<file path="src/rtl/pipe_ctrl_pkg.sv">
// pipe_ctrl_pkg: shared state encoding and register indices for the pipeline hazard controller
package pipe_ctrl_pkg;
  typedef enum logic [1:0] {ST_RUN, ST_HALT, ST_RESUME} state_t;
  localparam int IFID = 0;
  localparam int IDEX = 1;
  localparam logic BUBBLE_V = 1'b0;
endpackage

</file>
<file path="src/rtl/hazard_shadow.sv">
// hazard_shadow: in-flight destination shift register with RAW comparators against the ID sources
module hazard_shadow
  import pipe_ctrl_pkg::*;
#(
  parameter int NSTAGE = 5,
  parameter int REGW = 5,
  parameter int WB_BYPASS = 1
) (
  input  logic            clk,
  input  logic            CLR,
  input  logic            advance,
  input  logic            bubble,
  input  logic            id_wr_en,
  input  logic [REGW-1:0] id_wr_num,
  input  logic            id_rs_rd,
  input  logic [REGW-1:0] id_rs,
  input  logic            id_rt_rd,
  input  logic [REGW-1:0] id_rt,
  output logic            stall
);
  localparam int D = NSTAGE - 2;
  localparam int CHK = NSTAGE - 2 - WB_BYPASS;
  logic [D-1:0] v;
  logic [REGW-1:0] num [D];
  logic [D-1:0] hit;
  always_ff @(posedge clk)
    if (CLR) v <= '0;
    else if (advance) v <= {v[D-2:0], bubble ? BUBBLE_V : id_wr_en};
  always_ff @(posedge clk)
    if (advance) begin
      num[0] <= id_wr_num;
      for (int i = 1; i < D; i++) num[i] <= num[i-1];
    end
  for (genvar k = 0; k < D; k++) begin : g_cmp
    assign hit[k] = (k < CHK) && v[k] &&
                    ((id_rs_rd && |id_rs && (id_rs == num[k])) ||
                     (id_rt_rd && |id_rt && (id_rt == num[k])));
  end
  assign stall = |hit;
endmodule

</file>
<file path="src/rtl/pipe_hazard_ctrl.sv">
// pipe_hazard_ctrl: per-stage enables/flushes for RAW stalls, branch flushes and SYSCALL halt/resume
module pipe_hazard_ctrl
  import pipe_ctrl_pkg::*;
#(
  parameter int NSTAGE = 5,
  parameter int REGW = 5,
  parameter int WB_BYPASS = 1,
  parameter int CNT_W = 32
) (
  input  logic              clk,
  input  logic              CLR,
  input  logic              GO,
  input  logic              id_wr_en,
  input  logic [REGW-1:0]   id_wr_num,
  input  logic              id_rs_rd,
  input  logic              id_rt_rd,
  input  logic [REGW-1:0]   id_rs,
  input  logic [REGW-1:0]   id_rt,
  input  logic              ex_br_taken,
  input  logic              wb_halt,
  output logic              pc_en,
  output logic [NSTAGE-2:0] stage_en,
  output logic [NSTAGE-2:0] stage_flush,
  output logic              halted,
  output logic [CNT_W-1:0]  cycle_cnt,
  output logic [CNT_W-1:0]  stall_cnt,
  output logic [CNT_W-1:0]  flush_cnt
);
  localparam int W = NSTAGE - 1;
  localparam logic [W-1:0] IFID_M = W'(1) << IFID;
  localparam logic [W-1:0] IDEX_M = W'(1) << IDEX;
  state_t state;
  logic go_q, stall, freeze, br, stl;
  assign freeze = (state == ST_HALT) || (state == ST_RUN && wb_halt);
  assign br = ~freeze & ex_br_taken;
  assign stl = ~freeze & ~ex_br_taken & stall;
  assign pc_en = ~freeze & ~stl;
  assign stage_en = freeze ? '0 : stl ? ~IFID_M : '1;
  assign stage_flush = br ? (IFID_M | IDEX_M) : stl ? IDEX_M : '0;
  hazard_shadow #(.NSTAGE(NSTAGE), .REGW(REGW), .WB_BYPASS(WB_BYPASS)) u_shadow (
    .clk(clk),
    .CLR(CLR),
    .advance(~freeze),
    .bubble(br | stl),
    .id_wr_en(id_wr_en),
    .id_wr_num(id_wr_num),
    .id_rs_rd(id_rs_rd),
    .id_rs(id_rs),
    .id_rt_rd(id_rt_rd),
    .id_rt(id_rt),
    .stall(stall)
  );
  always_ff @(posedge clk)
    if (CLR) begin
      state <= ST_RUN;
      go_q <= 1'b0;
      halted <= 1'b0;
      cycle_cnt <= '0;
      stall_cnt <= '0;
      flush_cnt <= '0;
    end else begin
      go_q <= GO;
      cycle_cnt <= cycle_cnt + CNT_W'(~freeze & ~&cycle_cnt);
      stall_cnt <= stall_cnt + CNT_W'(stl & ~&stall_cnt);
      flush_cnt <= flush_cnt + CNT_W'(br & ~&flush_cnt);
      case (state)
        ST_RUN: if (wb_halt) begin
          state <= ST_HALT;
          halted <= 1'b1;
        end
        ST_HALT: if (GO & ~go_q) begin
          state <= ST_RESUME;
          halted <= 1'b0;
        end
        default: state <= ST_RUN;
      endcase
    end
endmodule

</file>
<file path="config.mk">
export PLATFORM = sky130hd
export DESIGN_NAME = pipe_hazard_ctrl
export DESIGN_NICKNAME = d
export VERILOG_FILES = /design/src/rtl/pipe_ctrl_pkg.sv /design/src/rtl/hazard_shadow.sv /design/src/rtl/pipe_hazard_ctrl.sv
export SDC_FILE = /design/constraint.sdc
export NUM_CORES = 1
export LEC_CHECK = 0
export CORE_MARGIN = 4
export CORE_UTILIZATION = 65
export CTS_CLUSTER_SIZE = 40
export DETAILED_ROUTE_END_ITERATION = 10
export DONT_BUFFER_PORTS = 1
export PLACE_DENSITY = 0.81
export SETUP_SLACK_MARGIN = 0.4
export SYNTH_ARGS = -nofsm -noshare
export SYNTH_HDL_FRONTEND = slang
export SYNTH_SLANG_ARGS = --single-unit
</file>
<file path="constraint.sdc">
create_clock -name clk -period 11 [get_ports clk]
set_clock_uncertainty 0.05 [all_clocks]
set_input_delay 3.3 -clock clk [delete_from_list [all_inputs] [get_ports clk]]
set_output_delay 3.3 -clock clk [all_outputs]
set_load 0.02 [all_outputs]
</file>
# Word-level counts from Yosys, hierarchy flattened
# Memory sizes are Yosys's and may differ from the RTL's.
# Index checks and enable logic that the tools add are counted.
[classes]
muxes = 12
order_cmp = 0
add_sub_neg = 3
div = 0
n_bitwise = 14
shifts = 0
eq_ne = 7
multipliers = 0
reduce_logical = 25
[ops]
columns = ["op", "n"]
rows = [
  ["$reduce_and 32->1", 3],
  ["$add 32x1->32", 2],
  ["$add 32x32->32", 1],
  ["$and 32x1->32", 1],
  ["$not 1->32", 1],
  ["$eq 5x5->1", 4],
  ["$reduce_or 5->1", 2],
  ["$logic_and 1x1->1", 9],
  ["$mux 2", 4],
  ["$and 1x1->1", 7],
  ["$mux 1", 5],
  ["$mux 4", 1],
  ["$not 1->1", 4],
  ["$pmux 2 s2", 1],
  ["$logic_not 1->1", 3],
  ["$logic_or 1x1->1", 3],
  ["$reduce_and 3->1", 1],
  ["$eq 2x1->1 const B", 1],
  ["$logic_not 2->1", 1],
  ["$ne 2x1->1 const B", 1],
  ["$ne 2x2->1 const B", 1],
  ["$pmux 1 s2", 1],
  ["$reduce_and 2->1", 1],
  ["$reduce_bool 2->1", 1],
  ["2 further kinds", 2],
]
[word_totals]
memories = 1
mem_bits_rw = 15
mem_bits_ro = 0
output_inout_bits = 106
wordCells = 69
reg_bits = 102
latch_bits = 0
[memory_table]
columns = ["memory", "depth", "width", "read_ports", "rd_ports_with_merged_regs", "wr", "line_no", "rtl"]
rows = [
  ["u_shadow.num", 3, 5, 2, 0, 3, "hazard_shadow.sv:24", "logic [REGW-1:0] num [D];"],
]

# Logic depth before layout (Yosys ltp)
# Gate-level depths: netlist of run 1.
[logic_depth]
depth_word = 9
ltp_mapped = 14
ltp_nobuf = 12

# By module
# A second synthesis of run 1 with hierarchy kept.
[hier_totals]
hier_cells = 574
hier_area_um2 = 5200.0
[by_module_without_submodules]
columns = ["mod", "seq_area_each_um2", "instances", "cells_per_inst", "area_per_inst_um2"]
rows = [
  ["pipe_hazard_ctrl", 2001.9, 1, 524, 4565.6],
  ["hazard_shadow", 340.3, 1, 50, 634.4],
]

# Least setup slack after synthesis of run 1
# Ideal clock, no wire load.
[synth_timing]
path_kind = "input-to-output"
start = "input id_rt[0]"
end = "output stage_en[0]"
arrival_ps = 4679
path_stages = 5
n_path_buf = 1
required_time_ps = 7650
slack_ps = 2971
path_cell_list = "or4_1 -> o21a_1 -> a32oi_1 -> o21a_1 -> buf_4"
[synth_via]
elab_chain_cells = 9
[synth_rtl]
columns = ["item", "line_no", "rtl"]
rows = [
  ["from (decl)", "pipe_hazard_ctrl.sv:18", "input logic [REGW-1:0] id_rt,"],
  ["$reduce_or 5->1", "hazard_shadow.sv:37", "(id_rt_rd && |id_rt && (id_rt == num[k])));"],
  ["$logic_and 1x1->1 (2 in a row)", "hazard_shadow.sv:37", ""],
  ["$logic_or 1x1->1", "hazard_shadow.sv:36", "((id_rs_rd && |id_rs && (id_rs == num[k])) ||"],
  ["$logic_and 1x1->1", "hazard_shadow.sv:35", "assign hit[k] = (k < CHK) && v[k] &&"],
  ["$reduce_or 2->1 *", "hazard_shadow.sv:39", "assign stall = |hit;"],
  ["$and 1x1->1 *", "pipe_hazard_ctrl.sv:36", "assign stl = ~freeze & ~ex_br_taken & stall;"],
  ["$mux 1 *", "pipe_hazard_ctrl.sv:38", "assign stage_en = freeze ? '0 : stl ? ~IFID_M : '1;"],
  ["$mux 4 *", "pipe_hazard_ctrl.sv:38", ""],
  ["to (decl)", "pipe_hazard_ctrl.sv:22", "output logic [NSTAGE-2:0] stage_en,"],
]
# Every way passes the cells marked *; elsewhere a longest branch is shown, timed or not.

# Worst setup path in the final report of run 1
# Ends and elaborated chain as after synthesis.

==> summary.md, run 1 <==
| Metric | Value |
|---|---|
| Status | `finished clean` |
| Dominant synthesized flop cell | `dfxtp_1` |
| R2R setup slack | `approximately 7500 ps` |
| Maximum number of pins on one net before global-route repair | `104` |
| Average cell area after synthesis | `~8.9 sq um` |
| Global route overflow | `0` |
| Die height | `around 100 microns` |
| Critical path peak fanout | `4` |
| Die W | `between 90 and 100 microns` |
| GR Util met1 | `0.288` |
| Clk buf depth | `2` |
| CP arrival | `4790 ps` |
| Number of global-route vias before repair | `3779` |
| Yosys warns | `0` |
| Detailed Routing Iterations Pass 1 | `5` |
| Top Usage Layer GRT | `met2` |
| Max-cap violation count | `0` |
| Setup violators final | `0` |
| Reg power frac | `0.606` |
| Compound-Gate Fraction of Synth Area | `0.0405` |
| Post-synth top area share | `0.393` |
| Min Hold Slack | `around 440 ps` |
| Filler instances | `between 600 and 700` |
| Share of cells above drive strength 1 | `0.0441` |
| Area occupied by registers | `roughly 2300 sq um` |
| Tcrit/Tclk final | `0.740` |
| Largest area contributor in the netlist | `dfxtp_1` |
| CTS clock-pin slew for the worst setup and hold paths | `approximately 90 ps` |
| Seq cells post-synth | `roughly 110` |
| Core Util, Final | `0.695` |
| Met2 Usage GRT | `0.371` |
| P per Cell Area | `131 nW/um^2` |
| Antenna cells | `0` |
| Residual DRC | `0` |
| Slew Viols, Final | `0` |
| Via density | `5.94` |
| CTS buffer count | `9` |
| Routed Antenna Nets | `0` |
| CTS Hold Buffers Added | `0` |
| Starting Density | `0.672` |
| Post-CTS Setup Repair Bufs | `0` |
| Clock share of power | `0.362` |
| Post-synthesis cell area | `roughly 5200 sq um` |
| Static Leak | `about 1.7 nW` |
| RR Endpoint | `stall_cnt[16]` |
| Worst r2r src | `state[0]` |
| Site Rows | `32` |
| Leading post-synthesis cells by cell area | `dfxtp_1 39%, xnor2_1 13%, nor2_1 6.5%, edfxtp_1 5.8%, xor2_1 3.7%` |
| Sequential share of the synthesized area | `0.451` |
| Hold WC Path Type | `flop to flop` |
| Worst setup SP type | `input port` |
| Final HPWL DP | `approximately 7.7 mm` |
| TNS Setup | `0 ps` |
| Post-synthesis adder-cell area fraction | `0.0145` |
| Core box area | `between 7000 and 8000 sq um` |
| IO Count | `around 130` |
| Slew margin rel. | `0.362` |
| P_sw | `roughly 0.00015 W` |
| Non-Filler Instances | `roughly 670` |
| Wire length per cell | `approximately 16 microns` |
| Multi-input logic area | `2630 sq um` |
| Final WL | `roughly 11 mm` |
| Synth unique cells | `38` |
| H-tree levels | `3` |
| Met3 usage | `0.0876` |
| Post-CTS sizing | `0` |
| Clock latency at the later pin of the worst-skew pair | `~350 ps` |
| Setup CP Type | `input port to output port` |
| Beginning of the worst hold path | `state[0]` |
| Switching part of the total | `0.214` |
| Main combinational cell family by area after synthesis | `simple AND/OR/NAND/NOR gates` |
| CTS tree | `done` |
| Slew @ Worst Pin | `roughly 960 ps` |
| Root buf cell | `clkbuf_8` |
| Top cells by count, synth | `102 x dfxtp_1, 90 x nor2_1, 75 x xnor2_1` |
| Peak supply drop | `0.0857 mV` |
| IO Port Bufs | `0` |
| Placed instance count | `approximately 650` |
| P&R area growth vs syn | `3.42%` |
| Routability Congestion | `0.840` |
| Post-synth ARST share | `0` |
| Fmax | `about 120 MHz` |
| Crit path capture type | `output port` |
| Via count | `about 4000` |
| Mux share of post-synthesis cell area | `0` |
| Xor and xnor area share after synthesis | `0.164` |
| Min-Delay Endpoint | `state[1]` |
| Simple-gate share of the synthesized area | `0.286` |
| CTS sink count | `between 100 and 150` |
| Most common cell in the netlist | `dfxtp_1` |
| Final Hold Vio Count | `0` |
| RSZ-0062 raised after global routing | `no` |
| Internal power | `0.000552 W` |
| Worst Hold Path Cells | `2` |
| Synthesized instance count | `581` |
| DR iter-0 viols | `roughly 200` |
| Period minus WS final | `8140 ps` |
| Nets | `around 600` |
| FF-to-FF path depth | `11` |
| Combinational fraction of design power | `0.032` |
| Critical Path RT | `7650 ps` |
| Total global-route track usage | `0.229` |
| Die Area | `around 9500 sq um` |
| Number of flops mapped to enable cells by yosys | `10` |
| First-pass GRT wire length | `around 18 mm` |
| Initial antenna violation count | `0` |
## how the worst max path moves through the flow
stage / endpoint / slack, ps / startpoint / cells past startpoint
global route: pc_en / 2710 / wb_halt / 4
floorplan: stage_en[0] / 2970 / id_rt[0] / 5
CTS: stage_en[0] / 2850 / id_rt[0] / 4
detailed placement: stage_en[0] / 2850 / id_rt[0] / 4
finish: stage_en[0] / 2860 / id_rt[0] / 4
global placement: pc_en / 2910 / id_rt[0] / 4
## power by group through the flow
stage / logic (W) / clock network [W] / registers (W)
2_1_floorplan: 0.0000266 / 0 / 0.000433
3_3_place_gp: 0.0000213 / 0 / 0.000435
3_5_place_dp: 0.0000227 / 0 / 0.000435
4_1_cts: 0.0000229 / 0.000257 / 0.000426
5_1_grt: 0.0000252 / 0.000279 / 0.000427
6_report: 0.0000225 / 0.000254 / 0.000426
## through the flow
step	setup slack [ps]	power [W]	cell area, sq um
global placement	2910	0.000456	5160
finish	2860	0.000702	5370
detailed placement	2850	0.000458	5160
global route	2710	0.000731	5370
floorplan	2970	0.000459	5190
CTS	2850	0.000706	5370
## per-layer routing
layer / up-vias / share of wire
met5: - / 0
met4: 0 / 0.015
met3: 17 / 0.086
met2: 129 / 0.47
met1: 1884 / 0.42
li1: 1946 / -
## final cells by class
| cell class | instances | share of cell area |
|---|---|---|
| multi-input combinational | 423 | 0.489 |
| clock inverter | 2 | 0.00699 |
| clock buffer | 13 | 0.0317 |
| tap | 102 | 0.0238 |
| inverter | 17 | 0.0119 |
| sequential | 112 | 0.436 |
## flip-flops by register name, summed over array words and instances (netlist names)
| name | flops |
|---|---|
| go_q | 1 |
| state | 2 |
| u_shadow.num | 10 |
| u_shadow.v | 2 |
| cycle_cnt | 32 |
| flush_cnt | 32 |
| stall_cnt | 32 |
| halted | 1 |
## critical path: stages
cell and delay, ps:
or4_1 520, o21a_1 180, a32oi_1 370, o21a_1 420
## cells by family (layout without fill, tap and decap cells)
group / count (synthesis) / count (layout)
AOI/OAI and AO/OA: 38 / 38
xor gates and xnor gates: 97 / 97
adders and majority gates: 6 / 6
buffers and inverters: 47 / 32
DFF: 112 / 112
other: 1 / 2
and+or+nand+nor: 280 / 280
## cell usage in the layout, fill, tap and decap left out, types with 2 or more instances in the layout
master    Yosys  final
nor4_4        2      2
o22ai_1       2      2
nor3_1       24     24
xor2_1       22     22
or4_1         3      3
nand4_1      21     21
nor2b_1       8      8
clkbuf_8      0     10
conb_1        1      2
nor4_1       19     19
nand3_1      33     33
dfxtp_1     102    102
a21oi_1      17     17
xnor2_1      75     75
o21ai_0      14     14
nor2_1       90     90
o21a_1        2      2
ha_1          6      6
inv_1        17     17
and4_1       10     10
or3_1        11     11
clkbuf_1     19      2
nand2_1      36     36
and2_1        2      2
nor4_2        6      6
edfxtp_1     10     10
and3_1       10     10
(Power assumes the default switching activity.)
==> inputs of run 2 (changes only) <==
Settings changed: CORE_UTILIZATION 65 to 57, PLACE_DENSITY 0.81 to 0.75.
Clock period 11 ns to 6.9 ns, I/O delays scaled along.
==> run 2 against run 1 <==
First-iteration DRC count is 11% lower. Flip-flop and latch count stayed put. Die area is 13% higher. Global-route usage is 2.6 points lower. Critical path depth stayed put. Setup slack worse by 1600 ps. Power is 59% higher. Design area is 0.37% higher. Register-to-register slack worse by 3900 ps. Non-clock buffer count is 1 higher. Combinational power is 64% higher. Sequential share of layout area is 0.16 points lower. Critical path type unchanged. Largest cell class unchanged. Largest power group unchanged.
==> summary.md, run 2 (synthesis gave the netlist of run 1 again) <==
| Metric | Value |
|---|---|
| Via count | `3987 (was 3976)` |
| Routability Congestion | `0.841 (was 0.840)` |
| Detailed Routing Iterations Pass 1 | `4 (was 5)` |
| Clock share of power | `0.361 (was 0.362)` |
| Tcrit/Tclk final | `0.813` |
| Critical Path RT | `4780 ps (was 7650 ps)` |
| Routed Antenna Nets | `0 (unchanged)` |
| CTS clock-pin slew for the worst setup and hold paths | `100 ps (was 90 ps)` |
| Internal power | `0.000858 W (was 0.000552 W)` |
| Initial antenna violation count | `0 (unchanged)` |
| Status | `finished clean (unchanged)` |
| RSZ-0062 raised after global routing | `no (unchanged)` |
| TNS Setup | `0 ps (unchanged)` |
| Period minus WS final | `around 5600 ps` |
| Nets | `593 (was 592)` |
| Global route overflow | `0 (unchanged)` |
| Worst Hold Path Cells | `2 (unchanged)` |
| IO Count | `129 (unchanged)` |
| Beginning of the worst hold path | `state[0] (unchanged)` |
| Reg power frac | `0.606 (about the same)` |
| Die height | `103 microns (was 97.4 microns)` |
| Root buf cell | `clkbuf_8 (unchanged)` |
| Crit path capture type | `output port (unchanged)` |
| Die Area | `10700 sq um (was 9480 sq um)` |
| Die W | `103 microns (was 97.4 microns)` |
| Most common cell after layout, fill and taps aside | `dfxtp_1 (unchanged)` |
| Min Hold Slack | `439 ps (about the same)` |
| P_sw | `0.000261 W (was 0.000150 W)` |
| Site Rows | `34 (was 32)` |
| Final WL | `10.9 mm (was 10.8 mm)` |
| Fmax | `about 180 MHz` |
| Clock latency at the later pin of the worst-skew pair | `370 ps (was 350 ps)` |
| Largest registers | `cycle_cnt: 32 flops, flush_cnt: 32 flops, stall_cnt: 32 flops (unchanged)` |
| Post-CTS sizing | `0 (unchanged)` |
| Core Util, Final | `0.612 (was 0.695)` |
| CTS tree | `done (unchanged)` |
| RR Endpoint | `stall_cnt[16] (unchanged)` |
| Hold WC Path Type | `flop to flop (unchanged)` |
| First-pass GRT wire length | `17.5 mm (was 18.4 mm)` |
| Combinational fraction of design power | `0.033 (was 0.032)` |
| CTS Hold Buffers Added | `0 (unchanged)` |
| Final HPWL DP | `7.74 mm (was 7.71 mm)` |
| Antenna cells | `0 (unchanged)` |
| Clk buf depth | `2 (unchanged)` |
| Worst r2r src | `stall_cnt[8] (was state[0])` |
| Static Leak | `1.70 nW (was 1.69 nW)` |
| Slew Viols, Final | `0 (unchanged)` |
| Min-Delay Endpoint | `state[1] (unchanged)` |
| Post-CTS Setup Repair Bufs | `0 (unchanged)` |
| Setup violators final | `0 (unchanged)` |
| H-tree levels | `3 (unchanged)` |
| Max-cap violation count | `0 (unchanged)` |
| Setup CP Type | `input port to output port (unchanged)` |
| Wire length per cell | `16.0 microns (was 16.2 microns)` |
| Worst setup SP type | `input port (unchanged)` |
| Maximum number of pins on one net before global-route repair | `104 (unchanged)` |
| Final Hold Vio Count | `0 (unchanged)` |
| Core box area | `8810 sq um (was 7730 sq um)` |
| FF-to-FF path depth | `10 (was 11)` |
| Number of global-route vias before repair | `3710 (was 3779)` |
| Slew margin rel. | `0.541 (was 0.362)` |
| Share of cells above drive strength 1 | `0.0510 (was 0.0441)` |
| Total global-route track usage | `0.203 (was 0.229)` |
| CTS sink count | `112 (unchanged)` |
| P per Cell Area | `208 nW/um^2 (was 131 nW/um^2)` |
| Via density | `5.89 (was 5.94)` |
| Residual DRC | `0 (unchanged)` |
| CP arrival | `3490 ps (was 4790 ps)` |
| P&R area growth vs syn | `3.81% (was 3.42%)` |
| Slew @ Worst Pin | `686 ps (was 955 ps)` |
| Switching part of the total | `0.233 (was 0.214)` |
| Starting Density | `0.590 (was 0.672)` |
| IO Port Bufs | `0 (unchanged)` |
| CTS buffer count | `9 (unchanged)` |
| R2R setup slack | `3570 ps (was 7450 ps)` |
| Most frequent cells in the layout | `102 x dfxtp_1, 90 x nor2_1, 75 x xnor2_1 (unchanged)` |
| Critical path peak fanout | `4 (unchanged)` |
| Peak supply drop | `0.128 mV (was 0.0857 mV)` |
| DR iter-0 viols | `176 (was 197)` |
==> run 2: power by group through the flow <==
stage | Clock [W] | Sequential, W | Combinational [W]
2_1_floorplan | 0 | 0.000690 | 0.0000424
3_3_place_gp | 0 | 0.000693 | 0.0000349
3_5_place_dp | 0 | 0.000693 | 0.0000368
4_1_cts | 0.000420 | 0.000679 | 0.0000370
5_1_grt | 0.000447 | 0.000680 | 0.0000410
6_report | 0.000404 | 0.000679 | 0.0000368
==> run 2: area by class of cell <==
class,instances,area (sq um)
repair buffers,1,7.51
well taps,108,135
multi-input cells,423,2630
fillers,785,3420
clock inverters,7,88.8
clock buffers,9,124
inverters,17,63.8
flip-flops and latches,112,2340
==> run 2: worst max path at each step <==
stage | slack [ps] | to | startpoint | cells past startpoint
after floorplan | 1330 | stage_en[0] | id_rt[0] | 5
after global placement | 1290 | stage_en[0] | id_rt[0] | 4
after detailed placement | 1270 | stage_en[0] | id_rt[0] | 4
after CTS | 1280 | stage_en[0] | id_rt[0] | 4
after global routing | 1170 | stage_en[0] | id_rt[0] | 4
final | 1290 | stage_en[0] | id_rt[0] | 4
==> run 2: metal layers <==
layer | global-route usage | wire length [microns] | up-vias | share of wire
met1 | 0.241 | 4450 | 1898 | 0.41
met4 | 0.0777 | 167 | 0 | 0.015
met5 | 0 | 0 | - | 0
met3 | 0.0731 | 887 | 15 | 0.082
met2 | 0.336 | 5350 | 118 | 0.49
li1 | - | - | 1956 | -
==> run 2: critical path, cell delays in order <==
cell and delay (ps):
or4_1 500, o21a_1 180, a32oi_1 330, o21a_1 410
==> run 2: through the flow <==
stage | std cells | power (W) | setup slack (ps) | cell area [sq um]
after floorplan | 582 | 0.000732 | 1330 | 5190
after global placement | 661 | 0.000728 | 1290 | 5180
after detailed placement | 661 | 0.000730 | 1270 | 5180
after CTS | 677 | 0.00114 | 1280 | 5390
after global routing | 677 | 0.00117 | 1170 | 5390
final | 677 | 0.00112 | 1290 | 5390
